**src/rtl/onehot_decoder_seq.sv**
```systemverilog
// onehot_decoder_seq
// Registered binary-to-one-hot decoder with block enable and an autonomous
// scan mode. In direct mode a validated select is loaded into a one-hot
// output. In scan mode a single active bit walks across all outputs and
// dwells SCAN_DIV clocks on each position, for digit/row multiplexing.
// Every output comes from a flop, so the response appears one clock after
// the inputs are sampled.

module onehot_decoder_seq #(
  parameter int SEL_W    = 2,
  parameter int SCAN_DIV = 4
) (
  input  logic                  clk,
  input  logic                  rst,
  input  logic                  en,
  input  logic                  mode,
  input  logic                  sel_valid,
  input  logic [SEL_W-1:0]      sel,
  output logic [(2**SEL_W)-1:0] y,
  output logic [SEL_W-1:0]      idx,
  output logic                  y_valid,
  output logic                  wrap
);

  localparam int OUT_W = 2 ** SEL_W;
  localparam int DIV_W = (SCAN_DIV > 1) ? $clog2(SCAN_DIV) : 1;
  localparam logic [DIV_W-1:0] DIV_LAST = DIV_W'(SCAN_DIV - 1);
  localparam logic [SEL_W-1:0] IDX_LAST = SEL_W'(OUT_W - 1);

  typedef enum logic [1:0] {
    IDLE   = 2'd0,
    DIRECT = 2'd1,
    SCAN   = 2'd2
  } state_t;

  state_t           state;
  logic [DIV_W-1:0] divider;

  // Controller and all outputs live in one register block. A low enable
  // outranks the mode input in every state. Direct loads copy the select
  // into the one-hot and index registers. Entering scan always restarts at
  // bit 0 with a cleared divider, so position 0 receives a full dwell. Once
  // scanning, the divider counts clocks and advances the active bit when it
  // reaches its last count.
  always_ff @(posedge clk or posedge rst) begin
    if (rst) begin
      state   <= IDLE;
      y       <= '0;
      idx     <= '0;
      y_valid <= 1'b0;
      wrap    <= 1'b0;
      divider <= '0;
    end else if (!en) begin
      state   <= IDLE;
      y       <= '0;
      idx     <= '0;
      y_valid <= 1'b0;
      wrap    <= 1'b0;
      divider <= '0;
    end else if (!mode) begin
      state   <= DIRECT;
      wrap    <= 1'b0;
      divider <= '0;
      if (sel_valid) begin
        y       <= OUT_W'(1) << sel;
        idx     <= sel;
        y_valid <= 1'b1;
      end else begin
        y_valid <= 1'b0;
      end
    end else begin
      y_valid <= 1'b0;
      if (state != SCAN) begin
        state   <= SCAN;
        y       <= OUT_W'(1);
        idx     <= '0;
        divider <= '0;
        wrap    <= 1'b0;
      end else if (divider == DIV_LAST) begin
        divider <= '0;
        idx     <= idx + SEL_W'(1);
        y       <= {y[OUT_W-2:0], y[OUT_W-1]};
        wrap    <= (idx == IDX_LAST);
      end else begin
        divider <= divider + DIV_W'(1);
        wrap    <= 1'b0;
      end
    end
  end

endmodule

```
**config.mk**
```make
export PLATFORM = sky130hd
export DESIGN_NAME = onehot_decoder_seq
export DESIGN_NICKNAME = d
export VERILOG_FILES = /design/src/rtl/onehot_decoder_seq.sv
export SDC_FILE = /design/constraint.sdc
export NUM_CORES = 1
export LEC_CHECK = 0
export CORE_MARGIN = 5
export CORE_UTILIZATION = 35
export DETAILED_ROUTE_END_ITERATION = 7
export PLACE_DENSITY = 0.59
export SETUP_SLACK_MARGIN = 0.5
export SYNTH_ARGS = -nofsm -noshare
export SYNTH_HDL_FRONTEND = slang
export SYNTH_SLANG_ARGS = --single-unit
```
**constraint.sdc**
```tcl
create_clock -name clk -period 2.85 [get_ports clk]
set_input_delay 0.4275 -clock clk [delete_from_list [all_inputs] [get_ports clk]]
set_output_delay 0.4275 -clock clk [all_outputs]
set_load 0.01 [all_outputs]
```
==> flow_metrics.tcl, run 1 <==
set metrics [dict create \
    maxSlewViolCount 0 \
    synthTopCellsByArea "dfrtp_1 (48%), mux2_4 (7.2%), mux2i_1 (4.8%), ha_1 (4.0%), inv_1 (3.6%)" \
    die_w_um 52.3 \
    antenna_left 0 \
    period_share_pct 62.1 \
    die_y_um 52.3 \
    drtIter0Drc 8 \
    drive_above_1_share_pct 19.4 \
    crit_fanout 11 \
    cts_tree "done" \
    path_clk_slew_ns 0.08 \
    worst_hold_slack_ns 0.449 \
    fin_worst_skew_ns 0.00675 \
    rrSetupSlack_ns 1.34 \
    gp_congestion 0.727 \
    cts_made_buffers 3 \
    wire_per_inst_um 13.7 \
    arrival_ns 1.93 \
    setup-tns-final_ns 0 \
    relSlewSlack_pct 69.4 \
    r2r_start "divider[0]$_DFF_PP0_" \
    worst_pin_slew_ns 0.459 \
    status "completed" \
    diodes 0 \
    rsz0062_at_grt "no" \
    cts_setup_buffers 0 \
    synth_area_per_cell_um2 12.5 \
    yosysSeqAreaShare_pct 47.9 \
    leakage_nw 0.390 \
    mostFrequentLayoutCell "clkdlybuf4s50_1" \
    cts_resized 0 \
    top_level_ports 15 \
    cts_max_level 1 \
    grt_max_degree 13 \
    num_rows 15 \
    root_buffer "clkbuf_4" \
    final_cell_mix "clkdlybuf4s50_1 (14), dfrtp_1 (12), inv_1 (6)" \
    grt_pass1_vias 465 \
    track_usage_pct 11.5 \
    cts_hold_buffers 0 \
    routed_via_density 4.85 \
    period_minus_slack_ns 1.77 \
    rr_endpoint "y[3]$_DFFE_PP0P_" \
    power_mw 0.374 \
    via_count 446 \
    syn_inst 50 \
    finalNetCount 77 \
    yosys.area.top_type "dfrtp_1" \
    start_util_pct 36.7 \
    hp-class "in -> async" \
    syn_area_um2 627 \
    end_kind "flip-flop" \
    hpwl_um 938 \
    syn-num-nets 59 \
    final-hold-violation-count 0 \
    timing.fmax_mhz 565 \
    die-area_um2 2740 \
    yosysTopAreaCellShare_pct 47.9 \
    critPathLaunchType "input port" \
    setup_viol 0 \
    wirelength_mm 1.26 \
    clock_sinks 12 \
    synth.yosys.warnings 0 \
    worstPathRequired_ns 3.01 \
    antenna_found_initial 0 \
    critical_path_class "in -> reg" \
    dr.pass1.iters 4 \
    io_buffers 14 \
    grt-ovfl-total 0 \
    ys_ff_latch 12 \
    p_per_area_nw_per_um2 453 \
    grt_pass1_wl_mm 2.29 \
    clock_tree.buffer_depth 2 \
    max_cap_violations 0 \
    peakVddDrop_uv 257 \
    core_area_um2 1710 \
    clk-insertion-delay-late_ns 0.27 \
    synthDistinctLibCells 24 \
    area_growth_pct 31.9 \
    reg2regPathDepth 4 \
    drc_errors 0 \
]
worst max-delay path, cell delays in order:
cell and delay [ns]:
clkdlybuf4s50_1 0.57, and4bb_4 0.30, o21ai_4 0.30, mux2_4 0.33
synth_stat cells:
library cell	number
o21ai_4	1
nor2b_1	2
and4bb_4	1
and4b_2	1
o21ai_0	2
nor2_1	1
buf_4	1
nand3b_1	1
mux2_4	3
dfrtp_1	12
and2_1	3
a32o_1	1
or3b_2	1
nor3b_1	2
a22o_1	1
and3_1	1
and4b_4	1
mux2i_1	3
a32oi_1	1
and4bb_2	1
ha_1	2
inv_1	6
nand4b_1	1
a21boi_0	1
how the worst max path moves through the flow:
| stage | from | to | cells after the start |
|---|---|---|---|
| floorplan | divider[0]$_DFF_PP0_ | idx[1]$_DFFE_PP0P_ | 4 |
| global placement | mode | y[3]$_DFFE_PP0P_ | 4 |
| detailed placement | mode | y[3]$_DFFE_PP0P_ | 4 |
| CTS | mode | y[3]$_DFFE_PP0P_ | 4 |
| global route | mode | y[3]$_DFFE_PP0P_ | 4 |
| finish | mode | y[3]$_DFFE_PP0P_ | 4 |
metrics by stage:
stage          utilization (%)  instance area [um2]  setup WS, ns  cells
6_report                  48.4                  827          1.08     92
5_1_grt                   48.4                  827          1.00     92
4_1_cts                   48.4                  827          1.10     92
3_5_place_dp              46.3                  791         0.812     88
3_3_place_gp              46.3                  791         0.827     88
2_1_floorplan                -                  627          1.46     50
power by group:
| part | leakage, nW | switching [mW] | total [mW] | internal (mW) |
|---|---|---|---|---|
| sequential | 0.162 | 0.00684 | 0.184 | 0.177 |
| combinational | 0.207 | 0.0237 | 0.0549 | 0.0312 |
| clock | 0.0210 | 0.0576 | 0.135 | 0.0777 |
metal layers:
layer  wire length, um  vias up  share of wire (%)  track usage, %
met1               596      220                 47            14.5
met3                55        2                4.4            5.13
met5                 0        -                  0               0
li1                  -      213                  -               -
met4                 9        0               0.72            2.55
met2               596       11                 47            17.8
cells by family after synthesis:
group	after synthesis	synth area share (%)
adder cells (fa/ha/maj)	2	3.99
flip-flops	12	47.9
multiplexers	6	12.0
buffers and inverters	7	4.79
AO/OA/AOI/OAI	7	9.78
AND/OR/NAND/NOR	16	21.6
flip-flops by register name, summed over array words and instances, names as in the netlist:
register  count
divider       2
wrap          1
idx           2
y             4
y_valid       1
state         2
layout make-up:
type                            count  area [um2]
Multi-Input combinational cell     31         297
Clock buffer                        4        36.3
Sequential cell                    12         300
Inverter                            6        22.5
Timing Repair Buffer               14         140
Tap cell                           25        31.3
Fill cell                         157         881
(Power assumes the default switching activity.)
==> run 2, diff against run 1 <==
Settings changed: PLACE_DENSITY 0.59 to 0.61.
Clock period 2.85 ns to 1.6 ns, I/O delays scaled along.
==> run 2 against run 1 <==
  * Highest routed layer is now met3
  * Non-clock buffer count up 12
  * First-iteration DRC count shrank 75%
  * Global-route usage grew 0.59 points
==> flow_metrics.tcl, run 2 (synthesized netlist as in run 1, its figures left out) <==
set metrics [dict create \
    status "completed" \
    end_kind "flip-flop" \
    max_cap_violations 0 \
    antenna_left 0 \
    cp_slowest_cell "dfrtp_1" \
    cts_made_buffers 3 \
    hp-class "in -> async" \
    root_buffer "clkbuf_4" \
    power_mw 0.687 \
    grt_max_degree 13 \
    setup-tns-final_ns 0 \
    relSlewSlack_pct 69.0 \
    critical_path_class "reg -> reg" \
    gp_congestion 0.751 \
    peakVddDrop_uv 497 \
    grt_pass1_vias 532 \
    setup_viol 0 \
    final-hold-violation-count 0 \
    finalNetCount 89 \
    path_clk_slew_ns 0.08 \
    rrSetupSlack_ns 0.17 \
    clk-insertion-delay-late_ns 0.27 \
    wire_per_inst_um 13.2 \
    drtIter0Drc 2 \
    finish.utilization_pct 52.0 \
    period_minus_slack_ns 1.43 \
    timing.fmax_mhz 700 \
    worstPathRequired_ns 1.77 \
    drc_errors 0 \
    die_w_um 52.3 \
    core_area_um2 1710 \
    antenna_found_initial 0 \
    crit_buf_inv 0 \
    top_level_ports 15 \
    cts_hold_buffers 0 \
    fin_worst_skew_ns 0.00255 \
    rsz0062_at_grt "yes" \
    critPathLaunchType "flip-flop" \
    clock_sinks 12 \
    maxSlewViolCount 0 \
    die_y_um 52.3 \
    cp.depth 4 \
    io_buffers 14 \
    wirelength_mm 1.37 \
    clock_tree.buffer_depth 2 \
    crit_start "divider[0]$_DFF_PP0_" \
    routed_via_density 4.72 \
    grt_pass1_wl_mm 2.38 \
    arrival_ns 1.60 \
    path_cells "ha_2, and4bb_4, o21ai_4, mux2_4" \
    reg2regPathDepth 4 \
    area_growth_pct 41.7 \
    r2r_start "divider[0]$_DFF_PP0_" \
    dr.pass1.iters 4 \
    final_cell_mix "dfrtp_1 (11), buf_4 (11), buf_2 (7), inv_1 (6), clkdlybuf4s50_1 (5)" \
    cts_max_level 1 \
    track_usage_pct 12.0 \
    period_share_pct 89.3 \
    leakage_nw 0.465 \
    via_count 491 \
    p_per_area_nw_per_um2 774 \
    worst_hold_slack_ns 0.266 \
    start_util_pct 36.7 \
    worst_pin_slew_ns 0.465 \
    grt-ovfl-total 0 \
    hpwl_mm 1.00 \
    die-area_um2 2740 \
    diodes 0 \
    critPathTopFamily "flip-flops" \
    drive_above_1_share_pct 45.6 \
    crit_fanout 5 \
    cts_tree "done" \
    largest_reg_flops 4 \
    largest-register "y" \
    critPathMaxStageDelay_ns 0.37 \
    num_rows 15 \
    rr_endpoint "y[2]$_DFFE_PP0P_" \
]
run 2: stage by stage:
stage	setup slack (ns)	instances	cell area [um2]
4_1_cts	0.188	101	862
6_report	0.172	104	888
3_5_place_dp	-0.0448	94	841
2_1_floorplan	0.236	50	632
5_1_grt	0.114	104	888
3_3_place_gp	-0.0103	94	841
run 2: report_power, final:
part           switching [mW]  total (mW)  internal, mW
Sequential             0.0105       0.327         0.316
Combinational          0.0491       0.115        0.0656
Clock                   0.108       0.246         0.138
run 2: metal layers:
layer	GRT usage (%)	up-vias	routed length, um
li1	-	237	-
met1	14.5	241	656
met2	19.4	13	620
met3	4.84	0	96
met4	3.83	0	0
met5	0	-	0
run 2: how the worst max path moves through the flow:
stage                                     to  slack [ns]
after floorplan           idx[1]$_DFFE_PP0P_        0.24
after global placement    idx[1]$_DFFE_PP0P_       -0.01
after detailed placement    y[3]$_DFFE_PP0P_       -0.04
after CTS                   y[2]$_DFFE_PP0P_        0.19
after global routing        y[2]$_DFFE_PP0P_        0.11
final                       y[2]$_DFFE_PP0P_        0.17
run 2: cell type report:
class / instances / area (um2)
Sequential cell: 12 / 302
Multi-Input combinational cell: 31 / 304
Timing Repair Buffer: 26 / 193
Tap cell: 25 / 31.3
Clock buffer: 4 / 36.3
Inverter: 6 / 22.5
Fill cell: 156 / 820
run 2: what timing repair did:
item,4_1_cts,5_1_grt
resized for setup,30,5
setup buffers,3,3
hold endpoints to repair,0,0
setup endpoints to repair,16,14
==> run 3, diff against run 2 <==
Settings changed: MAX_ROUTING_LAYER from default to met4.
==> run 3 against run 2 <==
  * Sequential share of layout area stayed put
  * Sequential power hardly changed
  * Via count is 1.0% lower
  * Global-route usage is 0.31 points higher
  * Critical path depth stayed put
  * Non-clock buffer count stayed put
  * Worst hold slack worse by 0.0016 ns
  * Critical path type unchanged
  * Largest cell class unchanged
==> flow_metrics.tcl, run 3 (synthesized netlist as in run 1, its figures left out) <==
set metrics [dict create \
    pre_cts_ws_ns -0.0448 \
    worstPathRequired_ns 1.77 \
    drive_above_1_share_pct 45.6 \
    routed_via_density 4.67 \
    end_kind "flip-flop" \
    cts_tree "done" \
    grt-ovfl-total 0 \
    largest_reg_flops 4 \
    crit_fanout 5 \
    gp_congestion 0.760 \
    diodes 0 \
    track_usage_pct 12.4 \
    critical_path_class "reg -> reg" \
    worst_pin_slew_ns 0.466 \
    path_clk_slew_ns 0.08 \
    antenna_left 0 \
    setup_viol 0 \
    layout_setup_ws_ns 0.179 \
    rsz0062_at_grt "yes" \
    period_share_pct 88.8 \
    dp.cells 94 \
    wirelength_mm 1.37 \
    peakVddDrop_uv 497 \
    root_buffer "clkbuf_4" \
    cts_made_buffers 3 \
    power_mw 0.688 \
    final_cell_mix "dfrtp_1 (11), buf_4 (11), buf_2 (7), inv_1 (6), clkdlybuf4s50_1 (5)" \
    fin_worst_skew_ns 0.00321 \
    wire_per_inst_um 13.2 \
    start_util_pct 36.7 \
    period_minus_slack_ns 1.42 \
    die_y_um 52.3 \
    relSlewSlack_pct 68.9 \
    maxSlewViolCount 0 \
    critPathLaunchType "flip-flop" \
    grt_pass1_wl_mm 2.38 \
    clock_sinks 12 \
    die_w_um 52.3 \
    fin_cells 104 \
    leakage_nw 0.465 \
    drtIter0Drc 0 \
    cts_hold_buffers 0 \
    cts_max_level 1 \
    timing.fmax_mhz 704 \
    grt_pass1_vias 535 \
    status "completed" \
    max_cap_violations 0 \
    top_level_ports 15 \
    clk-insertion-delay-late_ns 0.28 \
    finalNetCount 89 \
    antenna_found_initial 0 \
    core_area_um2 1710 \
    drc_errors 0 \
    via_count 486 \
    grt_max_degree 13 \
    dr.pass1.iters 1 \
    hp-class "in -> async" \
    die-area_um2 2740 \
    area_growth_pct 41.7 \
    clock_tree.buffer_depth 2 \
    num_rows 15 \
    arrival_ns 1.59 \
    rrSetupSlack_ns 0.18 \
    largest-register "y" \
    hpwl_mm 1.00 \
    final-hold-violation-count 0 \
    p_per_area_nw_per_um2 775 \
    io_buffers 14 \
]
-- run 3: worst max-delay path, cell delays in order (launching register included) --
cell      delay [ns]
dfrtp_1         0.37
ha_2            0.20
and4bb_4        0.20
o21ai_4         0.22
mux2_4          0.32
-- run 3: final cells by class --
cell class                      instances  area (um2)
Multi-Input combinational cell         31         304
Sequential cell                        12         302
Inverter                                6        22.5
Clock buffer                            4        36.3
Timing Repair Buffer                   26         193
Fill cell                             156         820
Tap cell                               25        31.3
-- run 3: power breakdown --
group | switching (mW) | total [mW] | internal (mW)
clock | 0.109 | 0.247 | 0.138
sequential | 0.0104 | 0.326 | 0.316
combinational | 0.0490 | 0.115 | 0.0656
-- run 3: path summary, 6_finish.rpt --
kind                                      startpoint              endpoint  depth (start not counted)
worst min-delay path                             rst     y_valid$_DFF_PP0_                          2
worst max-delay path            divider[0]$_DFF_PP0_      y[2]$_DFFE_PP0P_                          4
min in group clk                                mode  state[0]$_DFFE_PP0P_                          2
max in group asynchronous                        rst  state[1]$_DFFE_PP0P_                          2
worst min register to register  divider[0]$_DFF_PP0_  divider[0]$_DFF_PP0_                          1
worst max register to register  divider[0]$_DFF_PP0_      y[2]$_DFFE_PP0P_                          4
-- run 3: what timing repair did --
item | in CTS | in global routing
setup buffers | 3 | 3
gates cloned | 0 | 0
gates resized for setup | 30 | 5
endpoints found under the setup margin | 16 | 14
-- run 3: layer usage --
metal | track usage [%] | vias up | routed length, um
met5 | - | - | 0
met1 | 14.5 | 231 | 662
met2 | 19.4 | 13 | 593
met3 | 4.84 | 4 | 97
met4 | 3.83 | 0 | 19
li1 | - | 238 | -
-- run 3: metrics by stage --
step                      utilization (%)  TNS, ns  hold WS [ns]  cell area [um2]
after global routing                 52.0        0         0.290              888
after floorplan                         -        0         0.105              632
final                                52.0        0         0.265              888
after global placement               49.2  -0.0298         0.440              841
after detailed placement             49.2   -0.175         0.444              841
after CTS                            50.5        0         0.281              862
==> variant 1 (flow settings as in run 2) <==
Change the parameter `SEL_W` from 2 to 3.
--- a/src/rtl/onehot_decoder_seq.sv
+++ b/src/rtl/onehot_decoder_seq.sv
@@ -8,5 +8,5 @@
 
 module onehot_decoder_seq #(
-  parameter int SEL_W    = 2,
+  parameter int SEL_W    = 3,
   parameter int SCAN_DIV = 4
 ) (
Ports: changed (resized idx, sel and y); port bits go from 15 to 21. No check against the original RTL was run, so the function may have changed too.
==> variant 1 against run 2 <==
- worst setup slack worse by 61 ps
- routed wire length up 45%
- synthesized area up 37%
- sequential cell count up 5
- clock skew up 2.2 ps
- final area up 41%
- total power up 22%
- non-clock buffer count up 13
- critical path type unchanged
- critical endpoint is now idx[1]
- largest cell class unchanged
- highest routed layer is now met4
==> variant 1: results (changes against run 2) <==
# diodes - 0 (unchanged)
1st-iter DRT viols - 8 (+6)
post-synthesis sequential area ratio - 49.4% (+1.5 points)
dpl cell area - 1140 um2 (+36%)
cell total after placement - 122 (+30%)
outcome - complete, no violations
worst hold path type - in2async
compound-cell area share of the yosys netlist - 18.3% (+8.5 points)
Buffers on Ports - 20 (+6)
Placer Congestion - 0.880 (+17%)
first-pass GRT wire length - 3390 um (+42%)
initial antenna violation count - 0 (unchanged)
adder-cell share of the synthesized area - 4.36% (+0.37 points)
top cells by count, synth - dfrtp_1, a22o_1, mux2_4
GRT Overall Usage - 12.7% (+0.63 points)
met1 wire length - 926 um (+41%)
Largest regs - y (8), idx (3)
Max rail drop VDD - 0.338 mV (-32%)
Max Buffers Root-to-Sink - 2 (unchanged)
async set or reset register ratio after synthesis - 100% (unchanged)
Syn Area/Cell - 13.0 um2 (+4.0%)
clock transition at the registers of the reported paths - 100 ps (+20 ps)
number of global-route vias before repair - 743 (+40%)
max_slew headroom - 79.3% (+10 points)
Filler cells - 217 (+39%)
final wirelength - 1990 um (+45%)
Cell variety after synth - 26 (+8.3%)
top sig layer - met4
Skew-Pair Late Insertion Delay - 280 ps
layout cell share with drive strength beyond 1 - 47.2% (+1.7 points)
MaxCap Viol Count - 0 (unchanged)
clock skew - 4.78 ps (+2.23 ps)
met3 WL - 102 um (+6.3%)
post-DR wirelength/cell - 14.4 um (+9.2%)
P_leak - 0.000667 uW (+44%)
clock root cell - clkbuf_4
maximum fanout along the worst path - 6 (+1)
DR pass1 iterations - 4 (unchanged)
DR vias/cell - 5.06 (+7.1%)
syn nets - 77 (+31%)
detailed placer's ending HPWL - 1420 um (+42%)
P_int - 626 uW (+20%)
XOR/XNOR share of the synthesized area - 0% (unchanged)
CTS H-Tree Depth - 1 (unchanged)
largest net degree at the start of global routing - 18 (+5)
post-synthesis mux area share - 9.88% (-2.1 points)
Synth area leaders - dfrtp_1, a22o_1, mux2_4, ha_1, a32o_1
Num CTS Buffers - 3 (unchanged)
Yosys warning total - 0 (unchanged)
met2 wire length - 942 um (+52%)
-- variant 1: logic make-up after synthesis --
kind of cell	Yosys count
AOI/OAI and AO/OA	18
and+or+nand+nor	19
muxes	6
buffers and inverters	3
adders and majority gates	3
DFF	17
-- variant 1: power by group through the flow --
| stage | clock network, uW | logic, uW | registers, uW |
|---|---|---|---|
| 2_1_floorplan | 0 | 60.8 | 467 |
| 5_1_grt | 255 | 173 | 455 |
| 3_3_place_gp | 0 | 138 | 464 |
| 6_report | 228 | 158 | 453 |
| 4_1_cts | 235 | 145 | 453 |
| 3_5_place_dp | 0 | 141 | 464 |
-- variant 1: worst max-delay path, stage by stage (launching register included) --
cell and delay [ps]:
dfrtp_1 390, ha_4 150, and4bb_4 210, o21ai_4 300, mux2_4 330
-- variant 1: worst paths after layout --
path,start,cells past startpoint,end,slack [ps]
worst max-delay path,divider[0],4,idx[1],110
worst min-delay path,rst,3,idx[0],260
worst max register to register,divider[0],4,idx[1],110
worst min register to register,idx[1],1,idx[1],550
max in group asynchronous,rst,3,state[0],1140
min in group clk,en,2,state[1],280
-- variant 1: metal layers --
layer  vias up  global-route usage (%)
li1        337                       -
met1       341                    16.5
met2        18                    20.4
met3         2                    2.18
met4         0                    5.70
met5         -                       0
-- variant 1: timing repair --
item,4_1_cts,5_1_grt
pin swaps,0,6
hold buffers,0,0
buffers inserted,9,3
gates resized for setup,53,12
setup endpoints to repair,27,21
-- variant 1: per-stage QoR --
step	worst slack [ps]	TNS (ps)
after floorplan	209	0
after global placement	-101	-701
after detailed placement	-121	-914
after CTS	108	0
after global routing	50.1	0
final	111	0
-- variant 1: area by class of cell --
cell class                 instances  area (um2)  area share (%)
clock buffer                       4        26.3            2.10
inverter                           2        7.51           0.599
multi-input combinational         46         458            36.5
sequential                        17         425            33.9
tap                               30        37.5            2.99
timing repair buffer              39         299            23.9
==> variant 2 (settings of run 2) <==
Without the edit above. Register the inputs `en`, `mode`, `sel_valid` and `sel` before use. The logic sees them one clock later.
--- a/src/rtl/onehot_decoder_seq.sv
+++ b/src/rtl/onehot_decoder_seq.sv
@@ -34,4 +34,16 @@
   } state_t;
 
+  logic en_q;
+  logic mode_q;
+  logic sel_valid_q;
+  logic [SEL_W-1:0] sel_q;
+
+  always_ff @(posedge clk) begin
+    en_q        <= en;
+    mode_q      <= mode;
+    sel_valid_q <= sel_valid;
+    sel_q       <= sel;
+  end
+
   state_t           state;
   logic [DIV_W-1:0] divider;
@@ -51,5 +63,5 @@
       wrap    <= 1'b0;
       divider <= '0;
-    end else if (!en) begin
+    end else if (!en_q) begin
       state   <= IDLE;
       y       <= '0;
@@ -58,11 +70,11 @@
       wrap    <= 1'b0;
       divider <= '0;
-    end else if (!mode) begin
+    end else if (!mode_q) begin
       state   <= DIRECT;
       wrap    <= 1'b0;
       divider <= '0;
-      if (sel_valid) begin
-        y       <= OUT_W'(1) << sel;
-        idx     <= sel;
+      if (sel_valid_q) begin
+        y       <= OUT_W'(1) << sel_q;
+        idx     <= sel_q;
         y_valid <= 1'b1;
       end else begin
Behaviour: not the same (a bounded check fails within 4 cycles, from zero or initial values and one cycle with rst high).
==> variant 2 against run 2 <==
- worst setup slack got worse by 36 ps
- final cell count shrank 6.7%
- final area up 1.7%
- utilization down 0.81 points
- sequential cell count up 5
- routed wire length decreased by 6.4%
- clock skew shrank 1.3 ps
- total power up 15%
- synthesized area increased by 6.4%
- global-route usage is 2.3 points lower
- largest cell class is now registers
==> variant 2: results (changes against run 2) <==
first-pass GRT wire length - 1990 um (-17%)
Data buffer area share - 15.7% (-6.0 points)
Sequential Power Share - 58.5% (+11 points)
detailed placer's ending HPWL - 890 um (-11%)
top sig layer - met4
Synth area leaders - dfrtp_1, dfxtp_1, mux2_2, ha_1, inv_1
combinational share of power - 12.0% (-4.7 points)
layout cell share with drive strength beyond 1 - 40.3% (-5.3 points)
pre-CTS setup slack - 126 ps (+171 ps)
comb_multi_in - 27 (-13%)
DR vias/cell - 4.82 (+2.2%)
syn nets - 58 (-1.7%)
met1 wire length - 604 um (-7.9%)
Post-CTS Setup Inserts - 5 (+2)
GRT Overall Usage - 9.78% (-2.3 points)
Filler cells - 172 (+10%)
ClkCell Share - 3.32% (-0.76 points)
clk_buf instances - 3 (-1)
Placer Congestion - 0.699 (-6.9%)
Finished Layout Cells - 97 (-6.7%)
cts repair resizes - 33 (+10%)
Multi-input gate area - 282 um2 (-7.4%)
outcome - complete, no violations
largest reg by FF count - y
1st-iter DRT viols - 7 (+5)
met3 usage - 3.88% (-0.97 points)
Seq area share - 44.3% (+10 points)
Syn Inst Count - 49 (-2.0%)
maximum fanout along the worst path - 6 (+1)
Skew-Pair Late Insertion Delay - 290 ps (+20 ps)
met1 usage - 11.8% (-2.6 points)
CTS H-Tree Depth - 1 (unchanged)
P_int - 596 uW (+15%)
cell total after placement - 88 (-6.4%)
final wirelength - 1290 um (-6.4%)
async set or reset register ratio after synthesis - 70.6% (-29 points)
P_leak - 0.000455 uW (-2.0%)
number of global-route vias before repair - 455 (-14%)
Inverters - 5 (-1)
clock skew - 1.30 ps (-1.25 ps)
top cells by count, synth - dfrtp_1, dfxtp_1, inv_1, mux2_2
Least-Margin Pin Slew - 479 ps (+14.4 ps)
WP data arrival - 1650 ps (+50 ps)
Nets - 82 (-7.9%)
clock transition at the registers of the reported paths - 100 ps (+20 ps)
Power, Total - 789 uW (+15%)
post-synthesis sequential area ratio - 60.0% (+12 points)
Yosys reg bits - 17 (+5)
Cell variety after synth - 23 (-4.2%)
met2 wire length - 572 um (-7.7%)
## variant 2: cell types whose count changed after synthesis, sizes merged
cell    before  now
a21boi       1    0
and4b        2    1
and4bb       2    1
buf          1    0
dfxtp        0    5
inv          6    5
mux2         3    5
mux2i        3    1
nor2b        2    1
nor3         0    1
nor3b        2    0
o21ai        3    2
o22ai        0    2
## variant 2: path summary, 6_finish.rpt
check	to	slack (ps)	cells past startpoint
max	y[2]	140	4
min	idx[1]	250	2
max reg2reg	y[2]	140	4
min reg2reg	y_valid	490	1
max in group asynchronous	wrap	1020	2
min in group clk	sel_q[0]	380	1
## variant 2: logic make-up (layout without fill, tap and decap cells)
group	count (synthesis)	after routing	synth area share (%)
flops	17	17	60.0
simple gates	12	12	14.1
compound gates	7	7	9.38
mux	6	6	9.94
buf+inv	5	28	2.81
fa+ha+maj	2	2	3.75
## variant 2: worst max-delay path, stage by stage (launching register included)
cell	delay [ps]
dfrtp_1	400
ha_4	150
and4bb_4	190
o21ai_4	280
mux2_4	340
